==> src/rtl/buffer_loader.sv <==
// buffer_loader: streams upstream valid/ready words into the PE memory banks
// through the memory buffer's mode-0 write port (one-hot bank enable, shared
// address, shared data). Fills cfg_len words of each of the first cfg_nbanks
// banks starting at cfg_base, in bank-major or word-interleaved order.
//
// Ports:
//   clk, rst            clock, synchronous active-high reset
//   start, cfg_*        operation launch and its configuration (sampled in IDLE)
//   s_valid/s_ready/s_data  upstream word stream
//   m0_w_en/addr/data   registered bank write port (one-hot enable)
//   busy, done, err     status: in progress, completion pulse, illegal-config pulse

// Per-bank write-enable register.
module buffer_loader_lane #(
  parameter int NB_W = 4,
  parameter int IDX  = 0
) (
  input  logic            clk,
  input  logic            rst,
  input  logic            acc,
  input  logic [NB_W-1:0] bank,
  output logic            w_en
);
  always_ff @(posedge clk) begin
    if (rst) w_en <= 1'b0;
    else     w_en <= acc && (bank == NB_W'(IDX));
  end
endmodule

module buffer_loader #(
  parameter int N_PE   = 8,
  parameter int ADDR_W = 10,
  parameter int DATA_W = 16,
  parameter int NB_W   = $clog2(N_PE) + 1
) (
  input  logic              clk,
  input  logic              rst,
  input  logic              start,
  input  logic [ADDR_W-1:0] cfg_base,
  input  logic [ADDR_W-1:0] cfg_len,
  input  logic [NB_W-1:0]   cfg_nbanks,
  input  logic              cfg_interleave,
  input  logic              s_valid,
  output logic              s_ready,
  input  logic [DATA_W-1:0] s_data,
  output logic [N_PE-1:0]   m0_w_en,
  output logic [ADDR_W-1:0] m0_w_addr,
  output logic [DATA_W-1:0] m0_w_data,
  output logic              busy,
  output logic              done,
  output logic              err
);

  typedef enum logic [1:0] {IDLE, LOAD, FLUSH} state_t;

  state_t            state, state_nxt;
  logic [ADDR_W-1:0] base_q, len_q, w_q;
  logic [NB_W-1:0]   nb_q, b_q;
  logic              il_q;

  logic go, cfg_ok, acc, w_last, b_last, last;

  assign go     = start && (state == IDLE);
  assign cfg_ok = (cfg_nbanks != '0) && (cfg_nbanks <= NB_W'(N_PE));
  assign acc    = (state == LOAD) && s_valid;
  assign w_last = (w_q == len_q - ADDR_W'(1));
  assign b_last = (b_q == nb_q - NB_W'(1));
  // Both orderings finish on the (last bank, last word) beat.
  assign last   = acc && w_last && b_last;

  assign s_ready = (state == LOAD);
  assign busy    = (state != IDLE);
  assign done    = (state == FLUSH);

  always_ff @(posedge clk) begin
    if (rst) state <= IDLE;
    else     state <= state_nxt;
  end

  always_comb begin
    state_nxt = state;
    case (state)
      IDLE:    if (go && cfg_ok) state_nxt = (cfg_len == '0) ? FLUSH : LOAD;
      LOAD:    if (last) state_nxt = FLUSH;
      FLUSH:   state_nxt = IDLE;
      default: state_nxt = IDLE;
    endcase
  end

  always_ff @(posedge clk) begin
    if (rst) begin
      base_q    <= '0;
      len_q     <= '0;
      nb_q      <= '0;
      il_q      <= 1'b0;
      w_q       <= '0;
      b_q       <= '0;
      m0_w_addr <= '0;
      m0_w_data <= '0;
      err       <= 1'b0;
    end else begin
      err <= go && !cfg_ok;
      if (go && cfg_ok) begin
        base_q <= cfg_base;
        len_q  <= cfg_len;
        nb_q   <= cfg_nbanks;
        il_q   <= cfg_interleave;
        w_q    <= '0;
        b_q    <= '0;
      end else if (acc) begin
        if (il_q) begin
          if (b_last) begin
            b_q <= '0;
            w_q <= w_q + ADDR_W'(1);
          end else begin
            b_q <= b_q + NB_W'(1);
          end
        end else begin
          if (w_last) begin
            w_q <= '0;
            b_q <= b_q + NB_W'(1);
          end else begin
            w_q <= w_q + ADDR_W'(1);
          end
        end
      end
      // Address/data hold their last value between writes; wrap is modulo 2^ADDR_W.
      if (acc) begin
        m0_w_addr <= base_q + w_q;
        m0_w_data <= s_data;
      end
    end
  end

  for (genvar i = 0; i < N_PE; i++) begin : g_lane
    buffer_loader_lane #(.NB_W(NB_W), .IDX(i)) u_lane (
      .clk  (clk),
      .rst  (rst),
      .acc  (acc),
      .bank (b_q),
      .w_en (m0_w_en[i])
    );
  end

endmodule

==> config.mk <==
export PLATFORM = sky130hd
export DESIGN_NAME = buffer_loader
export DESIGN_NICKNAME = d
export VERILOG_FILES = /design/src/rtl/buffer_loader.sv
export SDC_FILE = /design/constraint.sdc
export NUM_CORES = 1
export LEC_CHECK = 0
export BUFFER_PORTS_ARGS = -buffer_cell sky130_fd_sc_hd__buf_4
export CORE_AREA = 3 3 68 133
export DETAILED_ROUTE_END_ITERATION = 10
export DIE_AREA = 0 0 71 136
export MAX_ROUTING_LAYER = met4
export PLACE_DENSITY = 0.78
export SLEW_MARGIN = 5
export SYNTH_ARGS = -nofsm -noshare
export SYNTH_HDL_FRONTEND = slang
export SYNTH_SLANG_ARGS = --single-unit
==> constraint.sdc <==
create_clock -name clk -period 2.4 [get_ports clk]
set_input_delay 0.12 -clock clk [delete_from_list [all_inputs] [get_ports clk]]
set_output_delay 0.12 -clock clk [all_outputs]
set_load 0.01 [all_outputs]
==> run_results.csv <==
group,metric,value,unit
logic_synthesis,ys_types,55,
placed_design,port-buffer-count,82,
logic_synthesis,synth_compound_area_frac,0.139,
detailed_routing,wl_per_cell,15.3,um
worst_setup_path,slowest_stage,"or4b_4",
floorplanning,io_pins,83,
timing,worst_slack,-0.301,ns
floorplanning,die_y,136,um
detailed_routing,wl,9940,um
global_routing,grt_pass1_vias,3427,
logic_synthesis,muxShareOfSynthArea,0.0671,
worst_setup_path,cp_cell_sequence,"inv_2 > ha_4 > or4b_4 > or3_4 > a2111oi_4 > buf_4 > a41oi_2 > buf_4 > nor3_4 > mux2i_1",
floorplanning,row_count,46,
global_routing,grt_util_all_layers,0.214,
logic_synthesis,yosysWarnings,0,
worst_setup_path,cp_common_cell,"buf_4",
clocking,numCtsBuffers,9,
detailed_routing,first_iter_violations,158,
clocking,hold_buffers,0,
detailed_routing,ant_nets,0,
worst_setup_path,start_kind,"flip-flop",
detailed_routing,drc,0,
clocking,cts-root-buf,"clkbuf_16",
clocking,clockBufferDepth,2,
placed_design,place_congestion,0.962,
timing,tightest_slew,0.614,ns
pwr,leakage,2.29,nW
placed_design,dpl.hpwl,7310,um
finish,antenna_cells,0,
timing,max_freq,0.370,GHz
logic_synthesis,synth_fa_ha_area_frac,0.0565,
logic_synthesis,synthArstFlopShare,0,
timing,finalHoldViolations,0,
finish,final_common_cell,"buf_4",
clocking,cts_sinks,76,
worst_setup_path,arrival,2.96,ns
global_routing,grt_overflow,0,
worst_setup_path,worstPathMaxFanout,4,
worst_setup_path,max_stage_delay,0.47,ns
global_routing,antenna_found_initial,0,
floorplanning,die_area,0.00966,sq mm
logic_synthesis,synth_top_family_by_area,"simple AND/OR/NAND/NOR gates",
timing,finClkSkew,0.00439,ns
logic_synthesis,synthSimpleGateAreaFrac,0.230,
clocking,clock_latency,0.34,ns
worst_hold_path,hold_class,"in -> reg",
global_routing,grt_pass1_wl,16000,um
finish,nets,612,
timing,setup_violations,16,
timing,rsz0062_at_grt,"true",
outcome,failed_checks,"negative setup slack",
worst_setup_path,critPathBufInv,3,
logic_synthesis,syn_area,0.00390,sq mm
logic_synthesis,synth_edf_count,0,
finish,drive_gt1_frac,0.285,
timing,slew-limit-headroom,0.591,
detailed_routing,drt_pre_antenna_iters,4,
clocking,cts_tree,"built",
finish,postLayoutCoreUtil,0.652,
job,maxCapViolations,0,
worst_setup_path,path_delay_family,"simple AND/OR/NAND/NOR gates",
worst_setup_path,required,2.66,ns
timing,finalCritPeriodShare,1.13,
logic_synthesis,avgSynthCellArea,8.64,sq um
finish,syn2layout_area_growth,34.8,%
pwr,ir_drop,0.467,mV
logic_synthesis,seq_area_frac_synth,0.390,
timing,drv_slew,0,
global_routing,grt_max_degree,63,
pwr,power.total,3.36,mW
timing,fin_crit,2.70,ns
clocking,clk_pin_slew,0.06,ns
floorplanning,core_area,0.00806,sq mm
clocking,h-tree-depth,3,
logic_synthesis,syn-instance-count,451,
floorplanning,initial_utilization,0.484,
logic_synthesis,ys.flop_type,"dfxtp_1",
pwr,pwr_density_cell,640,mW/mm^2
logic_synthesis,ys_ff_latch,76,
floorplanning,die_width,71,um
finish,final_cell_mix,"buf_4 (112), dfxtp_1 (74), nand2_1 (49), nor2_1 (40), a21oi_1 (33)",
worst_setup_path,crit_type,"reg -> reg",
timing,hold_slack,0.0201,ns
logic_synthesis,syn-num-nets,513,
logic_synthesis,synth_xor_area_frac,0.0642,
timing,tns,-2.64,ns
outcome,status,"complete, but fails checks",
worst_setup_path,cp-end-kind,"flip-flop",
detailed_routing,vias,3633,
detailed_routing,routed_via_density,5.58,
## synth_stat cells (all sizes together) (2+ instances only)
cell | n | area, sq um
a2111oi | 2 | 36.3
a211oi | 5 | 37.5
a21o | 2 | 15.0
a21oi | 35 | 175
a31oi | 4 | 25.0
and2 | 6 | 37.5
and3 | 6 | 37.5
buf | 11 | 71.3
clkbuf | 18 | 67.6
dfxtp | 76 | 1520
ha | 16 | 200
inv | 18 | 67.6
mux2i | 25 | 250
nand2 | 50 | 188
nand2b | 4 | 25.0
nand3 | 15 | 75.1
nand3b | 7 | 52.6
nand4 | 4 | 40.0
nor2 | 40 | 150
nor2b | 6 | 37.5
nor3 | 13 | 65.1
nor3b | 2 | 15.0
nor4 | 5 | 31.3
o2111ai | 2 | 17.5
o211ai | 2 | 15.0
o21a | 3 | 22.5
o21ai | 14 | 70.1
o31ai | 3 | 22.5
or3 | 8 | 50.1
or4 | 5 | 41.3
xnor2 | 14 | 123
xor2 | 12 | 105
## kinds of logic (layout without fill, tap and decap cells)
| family | after synthesis | in the layout |
|---|---|---|
| compound gates | 82 | 82 |
| xor+xnor | 27 | 27 |
| fa+ha+maj | 17 | 17 |
| buf+inv | 47 | 151 |
| flops | 76 | 76 |
| mux | 26 | 26 |
| simple gates | 176 | 176 |
## final cells by class
class / instances / area [sq um]
clock buffers: 10 / 239
repair buffers: 117 / 906
multi-input cells: 328 / 2290
well taps: 96 / 120
fillers: 665 / 2800
clock inverters: 6 / 111
flip-flops and latches: 76 / 1520
inverters: 18 / 67.6
## sequential cells by signal, summed over array words and instances (netlist names)
signal	count
m0_w_addr	10
w_q	10
err	1
state	2
g_lane.u_lane.w_en	8
b_q	4
il_q	1
base_q	10
m0_w_data	16
nb_q	4
len_q	10
## final timing paths
check	from	to	slack, ns	cells past startpoint
worst max register to register	len_q[1]	b_q[3]	-0.30	10
worst max-delay path	len_q[1]	b_q[3]	-0.30	10
worst min register to register	m0_w_data[3]	m0_w_data[3]	0.45	2
worst min-delay path	cfg_base[2]	base_q[2]	0.02	3
## metrics by stage
stage / worst slack (ns) / area (sq um) / instances
after global placement: -0.168 / 4780 / 631
after global routing: -0.369 / 5250 / 651
after floorplan: -0.182 / 3940 / 451
after detailed placement: -0.236 / 4780 / 631
after CTS: -0.260 / 5180 / 650
final: -0.301 / 5250 / 651
## report_power, final
group / switching (mW) / internal, mW / leakage [nW]
registers: 0.0312 / 1.30 / 0.617
clock network: 0.524 / 1.04 / 0.169
logic: 0.237 / 0.225 / 1.50
## routing by layer
metal,vias to the layer above,wire [um],GRT usage
li1,1780,-,-
met1,1709,3560,0.215
met2,111,5550,0.389
met3,33,466,0.0459
met4,0,366,0.0952
met5,-,0,-
## what timing repair did
item / in CTS / in global routing
buffers inserted: 4 / 2
pin swaps: 8 / 7
endpoints found under the hold margin: 0 / 0
resized for setup: 6 / 14
endpoints found under the setup margin: 14 / 17
## tightest hold or removal path, stage by stage
cell     delay (ns)
buf_4          0.08
mux2i_1        0.05
nor2_1         0.07
No activity file was read; power rests on OpenSTA's default activity.
